--- src/rtl/clkmgr_pkg.sv ---
// Shared clock-manager types: sparse state encoding for the family sequencer.
package clkmgr_pkg;

  localparam int FamSeqStateWidth = 6;

  // Codes are spread apart so a single upset cannot land on another legal state.
  typedef enum logic [FamSeqStateWidth-1:0] {
    IDLE     = 6'b101100,
    RAMP_UP  = 6'b000111,
    WAIT_ON  = 6'b011010,
    ON       = 6'b110001,
    RAMP_DN  = 6'b111110,
    WAIT_OFF = 6'b010101
  } fam_seq_state_e;

endpackage

--- src/rtl/prim_sparse_fsm_flop.sv ---
// State register for sparse-encoded FSMs; kept as its own cell so the encoding survives synthesis.
module prim_sparse_fsm_flop #(
  parameter int                Width      = 1,
  parameter logic [Width-1:0]  ResetValue = '0
) (
  input  logic             clk_i,
  input  logic             rst_ni,
  input  logic [Width-1:0] state_i,
  output logic [Width-1:0] state_o
);

  logic [Width-1:0] state_q;

  always_ff @(posedge clk_i or negedge rst_ni) begin
    if (!rst_ni) begin
      state_q <= ResetValue;
    end else begin
      state_q <= state_i;
    end
  end

  assign state_o = state_q;

endmodule

--- src/rtl/clkmgr_fam_seq.sv ---
// Clock family sequencer: staggers gate enables up/down, waits for the family status
// to confirm, and flags wait timeouts and corrupted state encodings.
module clkmgr_fam_seq
  import clkmgr_pkg::*;
#(
  parameter int NumClocks     = 4,
  parameter int StaggerCycles = 2,
  parameter int TimeoutCycles = 256
) (
  input  logic                 clk_i,
  input  logic                 rst_ni,
  input  logic                 req_en_i,
  input  logic                 status_i,
  output logic [NumClocks-1:0] clk_en_o,
  output logic                 ack_o,
  output logic                 busy_o,
  output logic                 timeout_o,
  output logic                 fsm_err_o
);

  localparam int StaggerW = $clog2(StaggerCycles + 1);
  localparam int TimeoutW = $clog2(TimeoutCycles + 1);
  localparam int IdxW     = (NumClocks > 1) ? $clog2(NumClocks) : 1;

  localparam logic [IdxW-1:0]     LastIdx     = IdxW'(NumClocks - 1);
  localparam logic [StaggerW-1:0] StaggerLast = StaggerW'(StaggerCycles - 1);
  localparam logic [TimeoutW-1:0] TimeoutMax  = TimeoutW'(TimeoutCycles);

  fam_seq_state_e               state_q, state_d;
  logic [FamSeqStateWidth-1:0]  state_raw;
  logic [NumClocks-1:0]         clk_en_q, clk_en_d;
  logic                         ack_q, ack_d;
  logic                         timeout_q, timeout_d;
  logic                         err_q, err_d;
  logic [StaggerW-1:0]          stagger_q, stagger_d;
  logic [TimeoutW-1:0]          tmo_q, tmo_d, tmo_inc;
  logic [IdxW-1:0]              idx_q, idx_d, idx_up, idx_dn;

  prim_sparse_fsm_flop #(
    .Width      (FamSeqStateWidth),
    .ResetValue (FamSeqStateWidth'(IDLE))
  ) u_state_flop (
    .clk_i   (clk_i),
    .rst_ni  (rst_ni),
    .state_i (state_d),
    .state_o (state_raw)
  );

  assign state_q = fam_seq_state_e'(state_raw);
  assign tmo_inc = tmo_q + 1'b1;
  assign idx_up  = idx_q + 1'b1;
  assign idx_dn  = idx_q - 1'b1;

  always_comb begin
    state_d   = state_q;
    clk_en_d  = clk_en_q;
    ack_d     = ack_q;
    timeout_d = 1'b0;
    err_d     = err_q;
    stagger_d = stagger_q;
    tmo_d     = tmo_q;
    idx_d     = idx_q;

    unique case (state_q)
      IDLE: begin
        if (req_en_i) begin
          state_d     = RAMP_UP;
          clk_en_d    = '0;
          clk_en_d[0] = 1'b1;
          idx_d       = '0;
          stagger_d   = '0;
        end
      end

      RAMP_UP: begin
        if (idx_q == LastIdx) begin
          state_d   = WAIT_ON;
          tmo_d     = '0;
          stagger_d = '0;
        end else if (stagger_q == StaggerLast) begin
          stagger_d        = '0;
          idx_d            = idx_up;
          clk_en_d[idx_up] = 1'b1;
        end else begin
          stagger_d = stagger_q + 1'b1;
        end
      end

      // Awaited status wins over a timeout landing in the same cycle.
      WAIT_ON: begin
        if (status_i) begin
          state_d = ON;
          ack_d   = 1'b1;
          tmo_d   = '0;
        end else if (tmo_inc == TimeoutMax) begin
          timeout_d = 1'b1;
          tmo_d     = '0;
        end else begin
          tmo_d = tmo_inc;
        end
      end

      ON: begin
        if (!req_en_i) begin
          state_d                 = RAMP_DN;
          clk_en_d[NumClocks-1]   = 1'b0;
          idx_d                   = LastIdx;
          stagger_d               = '0;
        end
      end

      RAMP_DN: begin
        if (idx_q == '0) begin
          state_d   = WAIT_OFF;
          tmo_d     = '0;
          stagger_d = '0;
        end else if (stagger_q == StaggerLast) begin
          stagger_d        = '0;
          idx_d            = idx_dn;
          clk_en_d[idx_dn] = 1'b0;
        end else begin
          stagger_d = stagger_q + 1'b1;
        end
      end

      WAIT_OFF: begin
        if (!status_i) begin
          state_d = IDLE;
          ack_d   = 1'b0;
          tmo_d   = '0;
        end else if (tmo_inc == TimeoutMax) begin
          timeout_d = 1'b1;
          tmo_d     = '0;
        end else begin
          tmo_d = tmo_inc;
        end
      end

      default: begin
        state_d   = IDLE;
        clk_en_d  = '0;
        ack_d     = 1'b0;
        err_d     = 1'b1;
        stagger_d = '0;
        tmo_d     = '0;
        idx_d     = '0;
      end
    endcase
  end

  always_ff @(posedge clk_i or negedge rst_ni) begin
    if (!rst_ni) begin
      clk_en_q  <= '0;
      ack_q     <= 1'b0;
      timeout_q <= 1'b0;
      err_q     <= 1'b0;
      stagger_q <= '0;
      tmo_q     <= '0;
      idx_q     <= '0;
    end else begin
      clk_en_q  <= clk_en_d;
      ack_q     <= ack_d;
      timeout_q <= timeout_d;
      err_q     <= err_d;
      stagger_q <= stagger_d;
      tmo_q     <= tmo_d;
      idx_q     <= idx_d;
    end
  end

  assign clk_en_o  = clk_en_q;
  assign ack_o     = ack_q;
  assign timeout_o = timeout_q;
  assign fsm_err_o = err_q;
  assign busy_o    = (state_q != IDLE) && (state_q != ON);

endmodule

--- config.mk ---
export PLATFORM = sky130hd
export DESIGN_NAME = clkmgr_fam_seq
export DESIGN_NICKNAME = d
export VERILOG_FILES = /design/src/rtl/clkmgr_pkg.sv /design/src/rtl/prim_sparse_fsm_flop.sv /design/src/rtl/clkmgr_fam_seq.sv
export SDC_FILE = /design/constraint.sdc
export NUM_CORES = 1
export LEC_CHECK = 0
export ABC_AREA = 1
export BUFFER_PORTS_ARGS = -buffer_cell sky130_fd_sc_hd__buf_2
export CAP_MARGIN = 15
export CORE_MARGIN = 10
export CORE_UTILIZATION = 25
export CTS_CLUSTER_DIAMETER = 100
export CTS_CLUSTER_SIZE = 10
export DETAILED_ROUTE_END_ITERATION = 7
export PLACE_DENSITY = 0.48
export SKIP_CTS_REPAIR_TIMING = 1
export SLEW_MARGIN = 20
export SYNTH_ARGS = -nofsm -noshare
export SYNTH_HDL_FRONTEND = slang
export SYNTH_HIERARCHICAL = 1
export SYNTH_SLANG_ARGS = --single-unit
--- constraint.sdc ---
create_clock -name clk_i -period 4.5 [get_ports clk_i]
set_clock_uncertainty 0.2 [all_clocks]
set_input_delay 0.9 -clock clk_i [delete_from_list [all_inputs] [get_ports clk_i]]
set_output_delay 0.9 -clock clk_i [all_outputs]
set_load 0.05 [all_outputs]
# Yosys cells after proc, flatten, opt, wreduce, memory -nomap -nowiden
# Cells that the tools add are included.
dict set report op_classes {
  magnitude_cmp 4
  n_eq_ne 21
  n_reduce_logical 15
  add_sub_neg 4
  muxes 44
  bitwise 7
}
# op count
set ops {}
lappend ops {{$mux 9} 5}
lappend ops {{$pmux 9 s5} 1}
lappend ops {{$mux 6} 6}
lappend ops {{$pmux 6 s6} 1}
lappend ops {{$mux 2} 10}
lappend ops {{$mux 4} 5}
lappend ops {{$ne 2x2->1 const B} 10}
lappend ops {{$pmux 2 s5} 2}
lappend ops {{$eq 6x6->1 const B} 3}
lappend ops {{$eq 6x5->1 const B} 2}
lappend ops {{$ne 6x6->1 const B} 2}
lappend ops {{$pmux 3 s4} 1}
lappend ops {{$reduce_and 6->1} 2}
lappend ops {{$add 9x1->9 const B} 1}
lappend ops {{$eq 9x9->1 const B} 1}
lappend ops {{$reduce_and 3->1} 3}
lappend ops {{$mux 1} 8}
lappend ops {{$reduce_and 7->1} 1}
lappend ops {{$eq 6x3->1 const B} 1}
lappend ops {{$lt 2x3->1 const B} 2}
lappend ops {{$reduce_or 6->1} 1}
lappend ops {{$pmux 1 s5} 1}
lappend ops {{$add 2x1->2 const B} 2}
lappend ops {{$and 4x4->4} 1}
lappend ops {{other kinds (15)} 23}
dict set report word_totals {
  elab_cells 104
  in_bits 4
  output_inout_bits 8
  regBits 26
}

# Depth between registers and ports, before layout
# Gate-level depths: netlist of run 1.
dict set report logic_depth {
  ltp_word 10
  ltp_mapped 11
  mapped_depth_nobuf 11
}

# Cells and area by module
# Netlist of run 1, hierarchy kept.
# mod cells_per_inst area_per_inst_um2 instances
set modules_own_cells {}
lappend modules_own_cells {clkmgr_fam_seq 230 1554.0 1}
lappend modules_own_cells {prim_sparse_fsm_flop 6 153.9 1}

# Least setup slack after synthesis of run 1
# OpenSTA, ideal clock, no wires.
dict set report synth_timing {
  kind {register -> output}
  from {register u_state_flop.state_q[5], in the netlist u_state_flop/state_o[5]}
  to {output busy_o}
  path_buffers 0
  t_arrival_ps 1215
  path_slack_ps 2185
  stages_incl_launch_ff 6
  required_ps 3400
  cell_sequence {dfstp_2 -> nand2_1 -> inv_1 -> nand3_2 -> nand2_2 -> inv_1}
}
dict set report synth_between {
  elab_chain_len 2
}
# item line_no
set synth_rtl {}
lappend synth_rtl {{start: declaration} prim_sparse_fsm_flop.sv:12} ;# logic [Width-1:0] state_q;
lappend synth_rtl {{start signal: assignment} prim_sparse_fsm_flop.sv:16} ;# state_q <= ResetValue;
lappend synth_rtl {{start signal: assignment} prim_sparse_fsm_flop.sv:18} ;# state_q <= state_i;
lappend synth_rtl {{$ne 6x6->1} clkmgr_fam_seq.sv:175} ;# assign busy_o = (state_q != IDLE) && (state_q != ON);
lappend synth_rtl {{$logic_and 1x1->1 *} clkmgr_fam_seq.sv:175}
lappend synth_rtl {{end: declaration} clkmgr_fam_seq.sv:16} ;# output logic busy_o,
# Mark *: on every way between the ends. The rest lies on a longest branch, timed or not.

# Worst setup path in the final report of run 1
# Ends and elaborated chain as after synthesis.

==> impl_metrics.json, run 1 <==
{
  "status": "finished, final reports clean",
  "finalWirelength_um": 3918,
  "synth_async_sr_flop_share_pct": 100.0,
  "grt_overflow": 0,
  "critical_path_class": "reg2out",
  "synth_top_area_cell": "dfrtp_1",
  "r2r_end": "idx_q[0]",
  "p_per_area_mw_per_mm2": 384.9,
  "synthesis.area_mm2": 0.001708,
  "slowest_delay_ps": 560,
  "hold_end": "fsm_err_o",
  "path_clk_slew_ps": 90,
  "max_freq_ghz": 0.3585,
  "met2_usage_pct": 13.54,
  "gp_congestion": 0.8201,
  "p_leak_nw": 0.9859,
  "slew_violations": 0,
  "syn_inst": 236,
  "critPathArrivalTime_ps": 1690,
  "yosysUniqueCellTypes": 25,
  "die_y_um": 102.7,
  "clockBufferDepth": 2,
  "grt_use_met3_pct": 1.944,
  "rows": 30,
  "die-area_mm2": 0.01054,
  "cts_tree": "built",
  "core_mm2": 0.006719,
  "r2r-start": "idx_q[0]",
  "yosys-top-cells-area": "dfrtp_1 34%, nand2_1 14%, nand3_1 6.4%",
  "slew_headroom_pct": 59.85,
  "vdd.ir_drop.worst_mv": 0.1384,
  "fin_tns_setup_ps": 0,
  "areaGrowthSynthToFinish_pct": 12.31,
  "start_kind": "flip-flop",
  "synth_fp_nets": 247,
  "track_usage_pct": 8.062,
  "worst_path_most_repeated_cell": "inv_1",
  "report.final.hold_viol_count": 0,
  "die_w_um": 102.7,
  "grt_use_met1_pct": 10.58,
  "slowest_stage": "dfstp_2",
  "busiest_layer": "met2",
  "cp_cell_sequence": "nand2_1 -> inv_1 -> nand3_2 -> nand2_2 -> inv_1 -> buf_2",
  "drt-wirelength-per-cell_um": 11.84,
  "final_common_cell": "nand2_1",
  "io-pin-count": 12,
  "fin_hold_ws_ps": 262.8,
  "grt_pass1_vias": 1498,
  "cts_made_buffers": 3,
  "grt_max_degree": 27,
  "place_hpwl_um": 3070,
  "setup_viol": 0,
  "max-cap-violations": 0,
  "routed-via-count": 1449,
  "synth-seq-cells": 26,
  "clkSinkCount": 26,
  "rsz0062_at_grt": "false",
  "worst_pin_slew_ps": 602.2,
  "io_buffers": 11,
  "holdCritStartpoint": "fsm_err_o",
  "crit_path_end_kind": "output pin",
  "ant_nets": 0,
  "htree_levels": 1,
  "synth-edff-count": 0,
  "clk_latency_ps": 270,
  "synth_top_area_share_pct": 33.70,
  "antenna_cells": 0,
  "synth_warnings": 6,
  "initialDrtViolationCount": 49,
  "r2r_slack_ps": 2650,
  "fin_crit_sh_pct": 61.98,
  "vias_per_cell": 4.378,
  "worstPathRequired_ps": 3400,
  "final_cell_mix": "65 x nand2_1, 28 x inv_1, 25 x nor2_1",
  "hold_path.class": "reg2reg",
  "dr.pass1.iters": 4,
  "hold_depth": 2,
  "cts-root-buf": "clkbuf_8",
  "nNetsFinal": 263,
  "drc": 0,
  "initial_core_util_pct": 25.42,
  "drive_gt1_share_pct": 19.52,
  "crit_fanout": 8,
  "ys_seq_area_share_pct": 38.32,
  "period_needed_ps": 2789,
  "antenna_found_initial": 0,
  "grt_first_pass_wirelength_um": 7031,
  "post-place-ws_ps": 2001,
  "synth_flop_cell": "dfrtp_1",
  "timing.final.ws_setup_ps": 1711,
  "r2r_cells": 8,
  "syn_area_per_cell_um2": 7.237
}
==> worst max-delay path by stage <==
| stage | start | endpoint | slack, ps | cells past startpoint |
|---|---|---|---|---|
| after floorplan | u_state_flop/state_o[5] | busy_o | 2180 | 5 |
| after CTS | u_state_flop/state_o[5] | busy_o | 1690 | 6 |
| final | u_state_flop/state_o[5] | busy_o | 1710 | 6 |
| after global routing | u_state_flop/state_o[5] | busy_o | 1570 | 6 |
| after global placement | u_state_flop/state_o[5] | busy_o | 2030 | 6 |
| after detailed placement | u_state_flop/state_o[5] | busy_o | 2000 | 6 |
==> layout make-up <==
class / instances / area (um^2)
inverter: 35 / 131.4
sequential: 26 / 654.4
tap: 80 / 100.1
multi-input combinational: 175 / 922.1
clock buffer: 4 / 55.05
fill: 721 / 4801
timing repair buffer: 11 / 55.05
==> critical path, delay by kind of cell (launching register included) <==
family / cells / cell delay (ps)
simple gates: 3 / 460
buf+inv: 3 / 400
flops: 1 / 560
==> routing by layer <==
metal	part of all wire, %	wire [um]	vias up
met5	0	0	-
li1	-	-	775
met4	0.26	10	0
met2	48	1873	12
met1	50	1942	660
met3	2.3	92	2
==> flip-flops by register name (all words and copies together) (netlist names) <==
register,cells
timeout_o,1
fsm_err_o,1
u_state_flop/state_o,6
stagger_q,2
ack_o,1
idx_q,2
clk_en_o,4
tmo_q,9
==> Yosys cell counts, types with 3 or more instances <==
library cell / n
nor3_1: 3
nand3_1: 22
nand2_2: 8
o21ai_0: 13
nor2_1: 25
dfrtp_1: 23
ha_1: 7
inv_1: 28
nand4_1: 4
dfstp_2: 3
nor2_2: 7
inv_2: 7
nand2_1: 65
nor2_4: 4
nand3_2: 3
==> through the flow <==
step | cells | utilization [%] | total power [W] | instance area [um^2]
final | 331 | 28.55 | 0.0007383 | 1918
after floorplan | 236 | - | 0.0005160 | 1708
after global routing | 331 | 28.55 | 0.0007983 | 1918
after detailed placement | 327 | 27.73 | 0.0005915 | 1863
after CTS | 331 | 28.55 | 0.0007511 | 1918
after global placement | 327 | 27.73 | 0.0005928 | 1863
==> logic make-up (layout without fill, tap and decap cells) <==
kind of cell	after synthesis	after routing	synth area share (%)
buffers and inverters	35	50	7.693
AO/OA/AOI/OAI	22	22	7.106
XOR/XNOR	1	1	0.5129
AND/OR/NAND/NOR	145	145	41.24
flip-flops	26	26	38.32
adder cells (fa/ha/maj)	7	7	5.128
==> report_power, final <==
part | total (W) | internal [W] | leakage [nW] | switching, W
clock | 0.000155 | 0.0000783 | 0.0288 | 0.0000764
sequential | 0.000288 | 0.000264 | 0.346 | 0.0000237
combinational | 0.000296 | 0.0000812 | 0.611 | 0.000214
Power figures use the tool's default switching activity.
==> run 2: changes to the inputs <==
- clock period: 4.5 -> 2.85 ns (I/O delays scaled with it)
==> run 2 against run 1 <==
Compared with the run above:
- count of clock-buffer cells in the layout stayed put
- global-route usage increased by 0.15 points
- clock power increased by 60%
- sequential cell count did not move
- register-to-register slack worse by 1700 ps
- critical path depth did not move
- first-iteration DRC count increased by 29%
- critical path type unchanged
==> impl_metrics.json, run 2 (synthesis gave the netlist of run 1 again) <==
{
  "track_usage_pct": 8.207,
  "crit_fanout": 8,
  "nNetsFinal": 263,
  "ant_nets": 0,
  "core_mm2": 0.006719,
  "htree_levels": 1,
  "final_common_cell": "nand2_1",
  "period_needed_ps": 2448,
  "slew_headroom_pct": 58.02,
  "largest_reg_flops": 9,
  "drt-wirelength-per-cell_um": 12.00,
  "grt_max_degree": 27,
  "die_y_um": 102.7,
  "slew_violations": 0,
  "place_hpwl_um": 3070,
  "regMostFlops": "tmo_q",
  "die-area_mm2": 0.01054,
  "rows": 30,
  "p_leak_nw": 0.9859,
  "crit_path_end_kind": "output pin",
  "clkSinkCount": 26,
  "initialDrtViolationCount": 63,
  "total_power_w": 0.001172,
  "drc": 0,
  "worst_pin_slew_ps": 629.7,
  "nFillCells": 728,
  "cts_tree": "built",
  "drive_gt1_share_pct": 19.52,
  "critPathArrivalTime_ps": 1680,
  "path_clk_slew_ps": 100,
  "io-pin-count": 12,
  "clk_latency_ps": 270,
  "grt_first_pass_wirelength_um": 7107,
  "dr.pass1.iters": 4,
  "routed-via-count": 1474,
  "slowest_stage": "dfstp_2",
  "vias_per_cell": 4.453,
  "start_kind": "flip-flop",
  "worstPathRequired_ps": 2080,
  "fin_hold_ws_ps": 101.8,
  "p_per_area_mw_per_mm2": 611.0,
  "antenna_found_initial": 0,
  "vdd.ir_drop.worst_mv": 0.2340,
  "cts_made_buffers": 3,
  "fin_crit_sh_pct": 85.90,
  "gp_congestion": 0.8258,
  "rsz0062_at_grt": "false",
  "setup_viol": 0,
  "worst_path_most_repeated_cell": "inv_1",
  "seqCellArea_um2": 654.4,
  "slowest_delay_ps": 560,
  "report.final.hold_viol_count": 0,
  "cp_cell_sequence": "nand2_1 -> inv_1 -> nand3_2 -> nand2_2 -> inv_1 -> buf_2",
  "antenna_cells": 0,
  "die_w_um": 102.7,
  "fin_tns_setup_ps": 0,
  "status": "finished, final reports clean",
  "grt_overflow": 0,
  "grt_pass1_vias": 1513,
  "max_freq_ghz": 0.4085,
  "finalWirelength_um": 3972,
  "initial_core_util_pct": 25.42,
  "max-cap-violations": 0,
  "clockBufferDepth": 2,
  "io_buffers": 11,
  "areaGrowthSynthToFinish_pct": 12.31,
  "multiInputGateArea_um2": 922.1,
  "critical_path_class": "reg2out",
  "hold_path.class": "in2async",
  "final_cell_mix": "65 x nand2_1, 28 x inv_1, 25 x nor2_1",
  "cts-root-buf": "clkbuf_8"
}
run 2: cell counts in the layout (fill, tap and decap cells not counted):
Identical to the previous run, type by type.
run 2: worst paths after layout:
| check | from | end | slack, ps | cells after the start |
|---|---|---|---|---|
| min | rst_ni | tmo_q[6] | 100 | 1 |
| min in group clk_i | fsm_err_o | fsm_err_o | 270 | 2 |
| min reg2reg | fsm_err_o | fsm_err_o | 270 | 2 |
| max | u_state_flop/state_o[5] | busy_o | 400 | 6 |
| max in group asynchronous | rst_ni | tmo_q[7] | 1940 | 1 |
| max reg2reg | tmo_q[0] | tmo_q[1] | 960 | 7 |
run 2: layout make-up:
cell class | instances | share of cell area (%)
multi-input combinational | 175 | 48.08
sequential | 26 | 34.12
inverter | 35 | 6.849
tap | 80 | 5.219
clock buffer | 4 | 2.870
timing repair buffer | 11 | 2.870
run 2: per-stage QoR:
step / utilization, % / setup slack (ps) / cell area (um^2) / cells
detailed placement: 27.73 / 697.2 / 1863 / 327
finish: 28.55 / 401.9 / 1918 / 331
global placement: 27.73 / 717.6 / 1863 / 327
global route: 28.55 / 279.3 / 1918 / 331
CTS: 28.55 / 391.6 / 1918 / 331
floorplan: - / 864.7 / 1708 / 236
run 2: where the power goes:
group | switching (W) | internal [W] | total (W)
registers | 0.0000383 | 0.000417 | 0.000456
clock network | 0.000124 | 0.000124 | 0.000248
logic | 0.000340 | 0.000128 | 0.000468
run 2: critical path, delay by kind of cell, from the launching register on:
family | cells | cell delay, ps
flip-flops | 1 | 560
buffers and inverters | 3 | 400
AND/OR/NAND/NOR | 3 | 440
run 2: routing by layer:
layer	vias up	global-route usage (%)	part of all wire, %
met5	-	0	0
met4	0	1.193	0.91
met3	4	2.078	2.6
met2	18	13.84	48
met1	673	10.47	49
li1	779	-	-
